==> src/rtl/game_pkg.sv <==
// Shared game-level types and screen constants for the
// player sprite pipeline.
package game_pkg;

   localparam int COORD_W = 10;
   localparam int VEL_W   = 8;

   localparam logic [COORD_W-1:0] H_ACTIVE = 10'd640;
   localparam logic [COORD_W-1:0] V_ACTIVE = 10'd480;

   typedef enum logic [1:0] {
      ST_GROUND = 2'd0,
      ST_AIR    = 2'd1,
      ST_FROZEN = 2'd2
   } motion_state_e;

endpackage

==> src/rtl/jump_input_sync.sv <==
// Brings the raw jump button into pix_clk and emits a
// one-cycle pulse on each synchronized rising edge.
module jump_input_sync (
   input  logic clk,
   input  logic rst_n,
   input  logic btn_async,
   output logic rise
);

   logic sync1_q, sync1_d;
   logic sync2_q, sync2_d;
   logic prev_q,  prev_d;

   always_comb begin
      sync1_d = btn_async;
      sync2_d = sync1_q;
      prev_d  = sync2_q;
   end

   always_ff @(posedge clk or negedge rst_n) begin
      if (!rst_n) begin
         sync1_q <= 1'b0;
         sync2_q <= 1'b0;
         prev_q  <= 1'b0;
      end else begin
         sync1_q <= sync1_d;
         sync2_q <= sync2_d;
         prev_q  <= prev_d;
      end
   end

   assign rise = sync2_q & ~prev_q;

endmodule

==> src/rtl/player_motion_ctrl.sv <==
// Per-frame player physics and animation sequencer; state
// advances only on the first pixel of vertical blank.
module player_motion_ctrl
   import game_pkg::*;
#(
   parameter logic [9:0] GROUND_Y   = 10'd300,
   parameter logic [9:0] CEIL_Y     = 10'd0,
   parameter logic [7:0] JUMP_VEL   = 8'd12,
   parameter logic [7:0] GRAVITY    = 8'd1,
   parameter logic [7:0] MAX_FALL   = 8'd12,
   parameter logic [9:0] V_ACT      = V_ACTIVE,
   parameter int         NUM_FRAMES = 4,
   parameter int         ANIM_DIV   = 6,
   parameter logic [1:0] AIR_FRAME  = 2'd1
) (
   input  logic       pix_clk,
   input  logic       rst_n,
   input  logic [9:0] hcount,
   input  logic [9:0] vcount,
   input  logic       jump_btn,
   input  logic       freeze,
   output logic [9:0] player_y,
   output logic [1:0] anim_frame,
   output logic       airborne,
   output logic       landed,
   output logic       frame_tick
);

   localparam int DIV_W =
      (ANIM_DIV > 1) ? $clog2(ANIM_DIV) : 1;
   localparam logic [DIV_W-1:0] DIV_LAST =
      DIV_W'(ANIM_DIV - 1);
   localparam logic [1:0] FRAME_LAST =
      2'(NUM_FRAMES - 1);
   localparam logic signed [8:0] FALL_LIM =
      -$signed({1'b0, MAX_FALL});
   localparam logic signed [10:0] GROUND_S =
      $signed({1'b0, GROUND_Y});
   localparam logic signed [10:0] CEIL_S =
      $signed({1'b0, CEIL_Y});

   motion_state_e     state_q, state_d;
   logic [9:0]        y_q, y_d;
   logic signed [7:0] vy_q, vy_d;
   logic [1:0]        frame_q, frame_d;
   logic [DIV_W-1:0]  div_q, div_d;
   logic              pend_q, pend_d;
   logic              air_q, air_d;
   logic              landed_q, landed_d;
   logic              ftick_q, ftick_d;

   logic               jump_rise;
   logic               tick;
   logic               pend_eff;
   logic signed [10:0] y_next;
   logic signed [8:0]  vy_dec;

   jump_input_sync u_sync (
      .clk       (pix_clk),
      .rst_n     (rst_n),
      .btn_async (jump_btn),
      .rise      (jump_rise)
   );

   assign tick     = (hcount == 10'd0) && (vcount == V_ACT);
   assign pend_eff = pend_q | jump_rise;
   assign y_next   = $signed({1'b0, y_q})
                   - $signed({{3{vy_q[7]}}, vy_q});
   assign vy_dec   = $signed({vy_q[7], vy_q})
                   - $signed({1'b0, GRAVITY});

   always_comb begin
      state_d  = state_q;
      y_d      = y_q;
      vy_d     = vy_q;
      frame_d  = frame_q;
      div_d    = div_q;
      pend_d   = pend_eff;
      air_d    = air_q;
      landed_d = 1'b0;
      ftick_d  = 1'b0;
      if (tick) begin
         // requests never outlive the tick that sees them
         pend_d  = 1'b0;
         ftick_d = 1'b1;
         unique case (state_q)
            ST_GROUND: begin
               if (freeze) begin
                  state_d = ST_FROZEN;
                  vy_d    = 8'sd0;
               end else if (pend_eff) begin
                  state_d = ST_AIR;
                  vy_d    = $signed(JUMP_VEL);
                  frame_d = AIR_FRAME;
               end else if (div_q == DIV_LAST) begin
                  div_d   = '0;
                  frame_d = (frame_q == FRAME_LAST)
                          ? 2'd0 : frame_q + 2'd1;
               end else begin
                  div_d = div_q + 1'b1;
               end
            end
            ST_AIR: begin
               frame_d = AIR_FRAME;
               if (freeze) begin
                  state_d = ST_FROZEN;
                  vy_d    = 8'sd0;
               end else if (y_next >= GROUND_S) begin
                  state_d  = ST_GROUND;
                  y_d      = GROUND_Y;
                  vy_d     = 8'sd0;
                  landed_d = 1'b1;
                  frame_d  = 2'd0;
                  div_d    = '0;
               end else if (y_next < CEIL_S) begin
                  y_d  = CEIL_Y;
                  vy_d = 8'sd0;
               end else begin
                  y_d  = y_next[9:0];
                  vy_d = (vy_dec < FALL_LIM)
                       ? FALL_LIM[7:0] : vy_dec[7:0];
               end
            end
            ST_FROZEN: begin
               vy_d = 8'sd0;
               if (!freeze) begin
                  state_d = (y_q == GROUND_Y)
                          ? ST_GROUND : ST_AIR;
               end
            end
            default: begin
               state_d = ST_GROUND;
            end
         endcase
         air_d = (state_d == ST_AIR);
      end
   end

   always_ff @(posedge pix_clk or negedge rst_n) begin
      if (!rst_n) begin
         state_q  <= ST_GROUND;
         y_q      <= GROUND_Y;
         vy_q     <= 8'sd0;
         frame_q  <= 2'd0;
         div_q    <= '0;
         pend_q   <= 1'b0;
         air_q    <= 1'b0;
         landed_q <= 1'b0;
         ftick_q  <= 1'b0;
      end else begin
         state_q  <= state_d;
         y_q      <= y_d;
         vy_q     <= vy_d;
         frame_q  <= frame_d;
         div_q    <= div_d;
         pend_q   <= pend_d;
         air_q    <= air_d;
         landed_q <= landed_d;
         ftick_q  <= ftick_d;
      end
   end

   assign player_y   = y_q;
   assign anim_frame = frame_q;
   assign airborne   = air_q;
   assign landed     = landed_q;
   assign frame_tick = ftick_q;

endmodule

==> config.mk <==
export PLATFORM = sky130hd
export DESIGN_NAME = player_motion_ctrl
export DESIGN_NICKNAME = d
export VERILOG_FILES = /design/src/rtl/game_pkg.sv /design/src/rtl/jump_input_sync.sv /design/src/rtl/player_motion_ctrl.sv
export SDC_FILE = /design/constraint.sdc
export NUM_CORES = 1
export LEC_CHECK = 0
export CAP_MARGIN = 20
export CORE_MARGIN = 5
export CORE_UTILIZATION = 52
export CTS_CLUSTER_SIZE = 24
export DETAILED_ROUTE_END_ITERATION = 10
export PLACE_DENSITY = 0.76
export SLEW_MARGIN = 10
export SYNTH_ARGS = -nofsm -noshare
export SYNTH_HDL_FRONTEND = slang
export SYNTH_SLANG_ARGS = --single-unit
==> constraint.sdc <==
create_clock -name pix_clk -period 3.9 [get_ports pix_clk]
set_input_delay 0.78 -clock pix_clk [delete_from_list [all_inputs] [get_ports pix_clk]]
set_output_delay 0.78 -clock pix_clk [all_outputs]
set_load 0.005 [all_outputs]
==> flow_metrics.tcl, run 1 <==
set metrics [dict create \
    outcome "finished, final reports clean" \
    cp_max_fo 8 \
    final_area_sq_mm 0.00299 \
    power_w 0.000640 \
    synth_ff_type "dfrtp_1" \
    via_count 2246 \
    yosys.area.top_type "dfrtp_1" \
    min_period_ps 3300 \
    clockBufferDepth 2 \
    core_sq_mm 0.00466 \
    async_flop_share 1.00 \
    cts_setup_buffers 0 \
    ctsHoldBuffers 0 \
    postRouteAntennaNets 0 \
    drive_above_1_share 0.0987 \
    antenna_cells 0 \
    gp_congestion 0.909 \
    min_delay_path_depth 0 \
    finalSetupViolCount 0 \
    grt_pass1_wl_um 10400 \
    reg2reg_from "vy_q[0]$_DFFE_PN0P_" \
    synth_nets 311 \
    num_rows 25 \
    powerDensity_mw_per_mm2 214 \
    ys_ff_latch 32 \
    ctsResizeCount 0 \
    crit_type "flip-flop to flip-flop" \
    synth-warning-count 0 \
    antenna_found_initial 0 \
    via_per_inst 6.10 \
    drc_errors 0 \
    clk_pin_slew_ps 70 \
    finalHoldViolations 0 \
    grt_util_all_layers 0.211 \
    ff2ff_setup_slack_ps 600 \
    grt_max_degree 33 \
    hpwl_um 4650 \
    yosysSeqAreaShare 0.328 \
    rsz0062_at_grt "no" \
    start_kind "flip-flop" \
    wl_per_cell_um 16.5 \
    drt_iter0_markers 396 \
    ir_worst_vdd_mv 0.164 \
    dieArea_sq_mm 0.00619 \
    synth.most_common_cell "nand2_1" \
    ys_top_cells_by_area "dfrtp_1 (29%), ha_1 (8.2%), nand2_1 (4.4%)" \
    setup_tns_ps 0 \
    synth_top_area_frac 0.286 \
    totalWireLength_um 6070 \
    initial_core_util 0.526 \
    cts_tree "yes" \
    critPathCaptureType "flip-flop" \
    cts-htree-levels 2 \
    worstPathRequired_ps 4070 \
    cts_buffers 5 \
    place_area_sq_mm 0.00289 \
    nets 354 \
    synth-edff-count 0 \
    grt_pass1_vias 2197 \
    cp-startpoint "vy_q[0]$_DFFE_PN0P_" \
    p_leak_nw 1.27 \
    clock-sinks 32 \
    clock_skew_ps 2.59 \
    cap_violations 0 \
    finalCritPeriodShare 0.845 \
    min_path_type "flip-flop to flip-flop" \
    max_freq_mhz 303 \
    die_y_um 78.7 \
    areaGrowthSynthToFinish_pct 21.9 \
    clk_latency_ps 290 \
    yosysUniqueCellTypes 67 \
    r2r_cells 10 \
    slew_headroom 0.485 \
    drtPass1Iterations 5 \
    cts_root_buf "clkbuf_8" \
    port_buffers 38 \
    avgSynthCellArea_sq_um 9.09 \
    arrival_ps 3470 \
    maxSlewViolCount 0 \
    synthesis.area_sq_mm 0.00245 \
    hold_ws_ps 354 \
    netlist_instances 270 \
    tightestPinTransition_ps 773 \
    yosys-top-cells-count "nand2_1 (29), dfrtp_1 (28), inv_1 (23)" \
    hp-start "u_sync.sync1_q$_DFF_PN0_" \
    io_pins 39 \
    overflow 0 \
    fp.dieW_um 78.7 \
]
## worst max-delay path, stage by stage, from the launching register on
cell,delay [ps]
dfrtp_1,490
ha_1,230
inv_1,60
fa_1,430
or4bb_1,520
a311oi_1,470
o41ai_4,90
buf_4,200
a21boi_4,300
a21boi_1,110
mux2_2,280
## placed cells by master (no fill, tap or decap), types with 3 or more instances in the layout
master           netlist  final
a21o_1                 4      4
a21oi_1               16     16
and4_1                 3      3
clkbuf_8               0      6
clkdlybuf4s50_1        0     38
dfrtp_1               28     28
dfstp_2                4      4
ha_1                  16     16
inv_1                 23     23
nand2_1               29     29
nand2b_1               3      3
nand3_1                5      5
nand3_2                3      3
nand4_1                3      3
nor2_1                17     17
nor2b_1                7      7
nor3_1                 7      7
nor4_1                 3      3
o211ai_1               3      3
o21a_1                 4      4
o21ai_0                6      6
o21ai_1               11     11
o22ai_1                4      4
o31ai_1                7      7
or2_1                  3      3
xnor2_1                3      3
## power by group
part           switching (W)  internal, W  total (W)
combinational      0.0000110    0.0000218  0.0000328
sequential       0.000000523     0.000334   0.000334
clock               0.000130     0.000143   0.000273
total               0.000142     0.000498   0.000640
## cell type report
class / count / area (sq um)
well taps: 54 / 67.6
fillers: 404 / 1670
flip-flops and latches: 32 / 806
repair buffers: 40 / 395
inverters: 23 / 86.3
multi-input cells: 211 / 1540
clock buffers: 6 / 82.6
clock inverters: 2 / 15.0
## path summary, 6_finish.rpt
path | end
worst max-delay path | anim_frame[0]$_DFFE_PN0P_
worst min-delay path | u_sync.prev_d$_DFF_PN0_
worst max register to register | anim_frame[0]$_DFFE_PN0P_
worst min register to register | u_sync.prev_d$_DFF_PN0_
max in group asynchronous | player_y[8]$_DFFE_PN1P_
min in group asynchronous | u_sync.prev_d$_DFF_PN0_
## registers in the layout (all words and copies together) (netlist names)
| name | count |
|---|---|
| player_y | 10 |
| vy_q | 8 |
| div_q | 3 |
| anim_frame | 2 |
| state_q | 2 |
| airborne | 1 |
| frame_tick | 1 |
| landed | 1 |
| pend_q | 1 |
| u_sync.prev_d | 1 |
| u_sync.prev_q | 1 |
| u_sync.sync1_q | 1 |
## cell families after synthesis
family / count (synthesis) / synth area share
flops: 32 / 0.328
fa+ha+maj: 17 / 0.0897
xor+xnor: 6 / 0.0245
simple gates: 102 / 0.236
buf+inv: 27 / 0.0444
compound gates: 85 / 0.272
mux: 1 / 0.00459
## stage by stage
stage	utilization	setup slack (ps)	std cells
final	0.642	603	368
after detailed placement	0.621	393	360
after global placement	0.621	462	360
after floorplan	-	937	270
after CTS	0.642	616	368
after global routing	0.642	464	368
## layer usage
| layer | wire length [um] | global-route usage |
|---|---|---|
| met1 | 2820 | 0.290 |
| met5 | 0 | 0 |
| met3 | 477 | 0.0374 |
| met4 | 89 | 0.0647 |
| met2 | 2680 | 0.337 |
(Power assumes the default switching activity.)
==> run 2: changes to the inputs <==
--- a/config.mk
+++ b/config.mk
@@ -7,10 +7,10 @@
 export LEC_CHECK = 0
 export CAP_MARGIN = 20
 export CORE_MARGIN = 5
-export CORE_UTILIZATION = 52
+export CORE_UTILIZATION = 49
 export CTS_CLUSTER_SIZE = 24
 export DETAILED_ROUTE_END_ITERATION = 10
-export PLACE_DENSITY = 0.76
+export PLACE_DENSITY = 0.75
 export SLEW_MARGIN = 10
 export SYNTH_ARGS = -nofsm -noshare
 export SYNTH_HDL_FRONTEND = slang
==> constraint.sdc (replaced) <==
create_clock -name pix_clk -period 3 [get_ports pix_clk]
set_input_delay 0.6 -clock pix_clk [delete_from_list [all_inputs] [get_ports pix_clk]]
set_output_delay 0.6 -clock pix_clk [all_outputs]
set_load 0.005 [all_outputs]
==> run 2 against run 1 <==
Non-clock buffer count increased by 35. Wire length increased by 14%. Count of clock-buffer cells in the layout decreased by 1. Sequential share of layout area decreased by 3.4 points. Clock skew increased by 6.9 ps. Worst hold slack improved by 3.7 ps. Global-route usage increased by 1.5 points. Sequential cell count unchanged. Register-to-register slack got worse by 560 ps. Power increased by 41%. Highest routed layer unchanged.
==> flow_metrics.tcl, run 2 (synthesized netlist as in run 1, its figures left out) <==
set metrics [dict create \
    overflow 0 \
    arrival_ps 3140 \
    antenna_cells 0 \
    crit_type "flip-flop to flip-flop" \
    fp.dieW_um 80.8 \
    grt_pass1_wl_um 11400 \
    initial_core_util 0.513 \
    drc_errors 0 \
    outcome "finished, final reports clean" \
    tightestPinTransition_ps 634 \
    wl_met1_um 3070 \
    cts_buffers 5 \
    postRouteAntennaNets 0 \
    largest_register_ffs 10 \
    drtPass1Iterations 5 \
    areaGrowthSynthToFinish_pct 39.5 \
    clockBufferDepth 2 \
    max_freq_mhz 338 \
    dieArea_sq_mm 0.00652 \
    finalSetupViolCount 0 \
    grt_pass1_vias 2316 \
    via_count 2455 \
    final_cell_mix "clkdlybuf4s50_1 (38), buf_4 (34), nand2_1 (29), dfrtp_1 (28), inv_1 (21)" \
    start_kind "flip-flop" \
    core_sq_mm 0.00479 \
    min_period_ps 2960 \
    die_y_um 80.8 \
    worstPathRequired_ps 3180 \
    layout_commonest_cell "clkdlybuf4s50_1" \
    r2r_cells 13 \
    powerDensity_mw_per_mm2 263 \
    cp_max_fo 7 \
    drive_above_1_share 0.235 \
    port_buffers 38 \
    clock_skew_ps 9.47 \
    dr_wl_met3_um 298 \
    cts_tree "yes" \
    wl_per_cell_um 16.7 \
    slew_headroom 0.573 \
    grt_util_all_layers 0.225 \
    hpwl_um 5070 \
    ctsHoldBuffers 0 \
    fillCellCount 362 \
    rsz0062_at_grt "yes" \
    cts_root_buf "clkbuf_8" \
    wl_met2_um 3480 \
    via_per_inst 5.90 \
    cap_violations 0 \
    clk_pin_slew_ps 80 \
    ir_worst_vdd_mv 0.227 \
    maxSlewViolCount 0 \
    antenna_found_initial 0 \
    min_path_type "flip-flop to flip-flop" \
    gp_congestion 0.869 \
    finalHoldViolations 0 \
    grt_max_degree 33 \
    highest_layer "met4" \
    min_delay_path_depth 0 \
    setup_tns_ps 0 \
    num_rows 25 \
    p_leak_nw 1.48 \
    drt_iter0_markers 175 \
    critPathCaptureType "flip-flop" \
    clk_latency_ps 290 \
    totalWireLength_um 6940 \
    fin_util 0.715 \
    nets 389 \
    io_pins 39 \
    finalCritPeriodShare 0.986 \
    clock-sinks 32 \
    cts-htree-levels 2 \
]
## run 2: area by class of cell
type	count	area, sq um	share of cell area
repair buffers	75	669	0.196
clock inverters	3	42.5	0.0124
multi-input cells	211	1670	0.487
well taps	67	83.8	0.0245
inverters	23	86.3	0.0252
clock buffers	5	68.8	0.0201
flip-flops and latches	32	806	0.235
## run 2: worst max-delay path, stage by stage, from the launching register on
cell,delay (ps)
dfrtp_1,390
inv_1,60
ha_2,180
inv_2,40
fa_2,390
a21o_1,220
a211oi_4,370
nand2_1,90
o211ai_1,190
o41ai_4,150
buf_6,160
a21boi_4,260
a21boi_2,90
mux2_4,260
## run 2: path summary, 6_finish.rpt
check,start,slack [ps],endpoint
setup reg to reg,player_y[0]$_DFFE_PN0P_,40,anim_frame[0]$_DFFE_PN0P_
min in group asynchronous,rst_n,710,anim_frame[0]$_DFFE_PN0P_
max in group asynchronous,rst_n,1950,player_y[5]$_DFFE_PN1P_
setup / recovery,player_y[0]$_DFFE_PN0P_,40,anim_frame[0]$_DFFE_PN0P_
hold / removal,u_sync.sync1_q$_DFF_PN0_,360,u_sync.prev_d$_DFF_PN0_
hold reg to reg,u_sync.sync1_q$_DFF_PN0_,360,u_sync.prev_d$_DFF_PN0_
## run 2: through the flow
step / hold WS, ps / cell area (sq um) / instances / setup slack (ps) / total power (W)
after detailed placement: 340 / 3110 / 400 / -110 / 0.000488
final: 358 / 3420 / 416 / 42.5 / 0.000901
after floorplan: 304 / 2450 / 270 / 36.6 / 0.000447
after global placement: 332 / 3110 / 400 / -11.2 / 0.000486
after CTS: 356 / 3260 / 409 / 23.2 / 0.000910
after global routing: 369 / 3420 / 416 / -112 / 0.000934
## run 2: repair_timing
item	CTS	global route
pin swaps	2	15
setup endpoints to repair	10	17
buffers inserted	1	7
resized for setup	5	20
endpoints found under the hold margin	0	0
## run 2: metal layers
| metal | track usage | vias up |
|---|---|---|
| li1 | - | 1167 |
| met1 | 0.299 | 1213 |
| met2 | 0.382 | 67 |
| met3 | 0.0355 | 8 |
| met4 | 0.0608 | 0 |
| met5 | 0 | - |
## run 2: where the power goes
part           internal [W]  switching, W  total [W]
Combinational     0.0000292     0.0000155  0.0000448
Clock              0.000246      0.000176   0.000422
Sequential         0.000433   0.000000675   0.000434
Total              0.000708      0.000192   0.000901
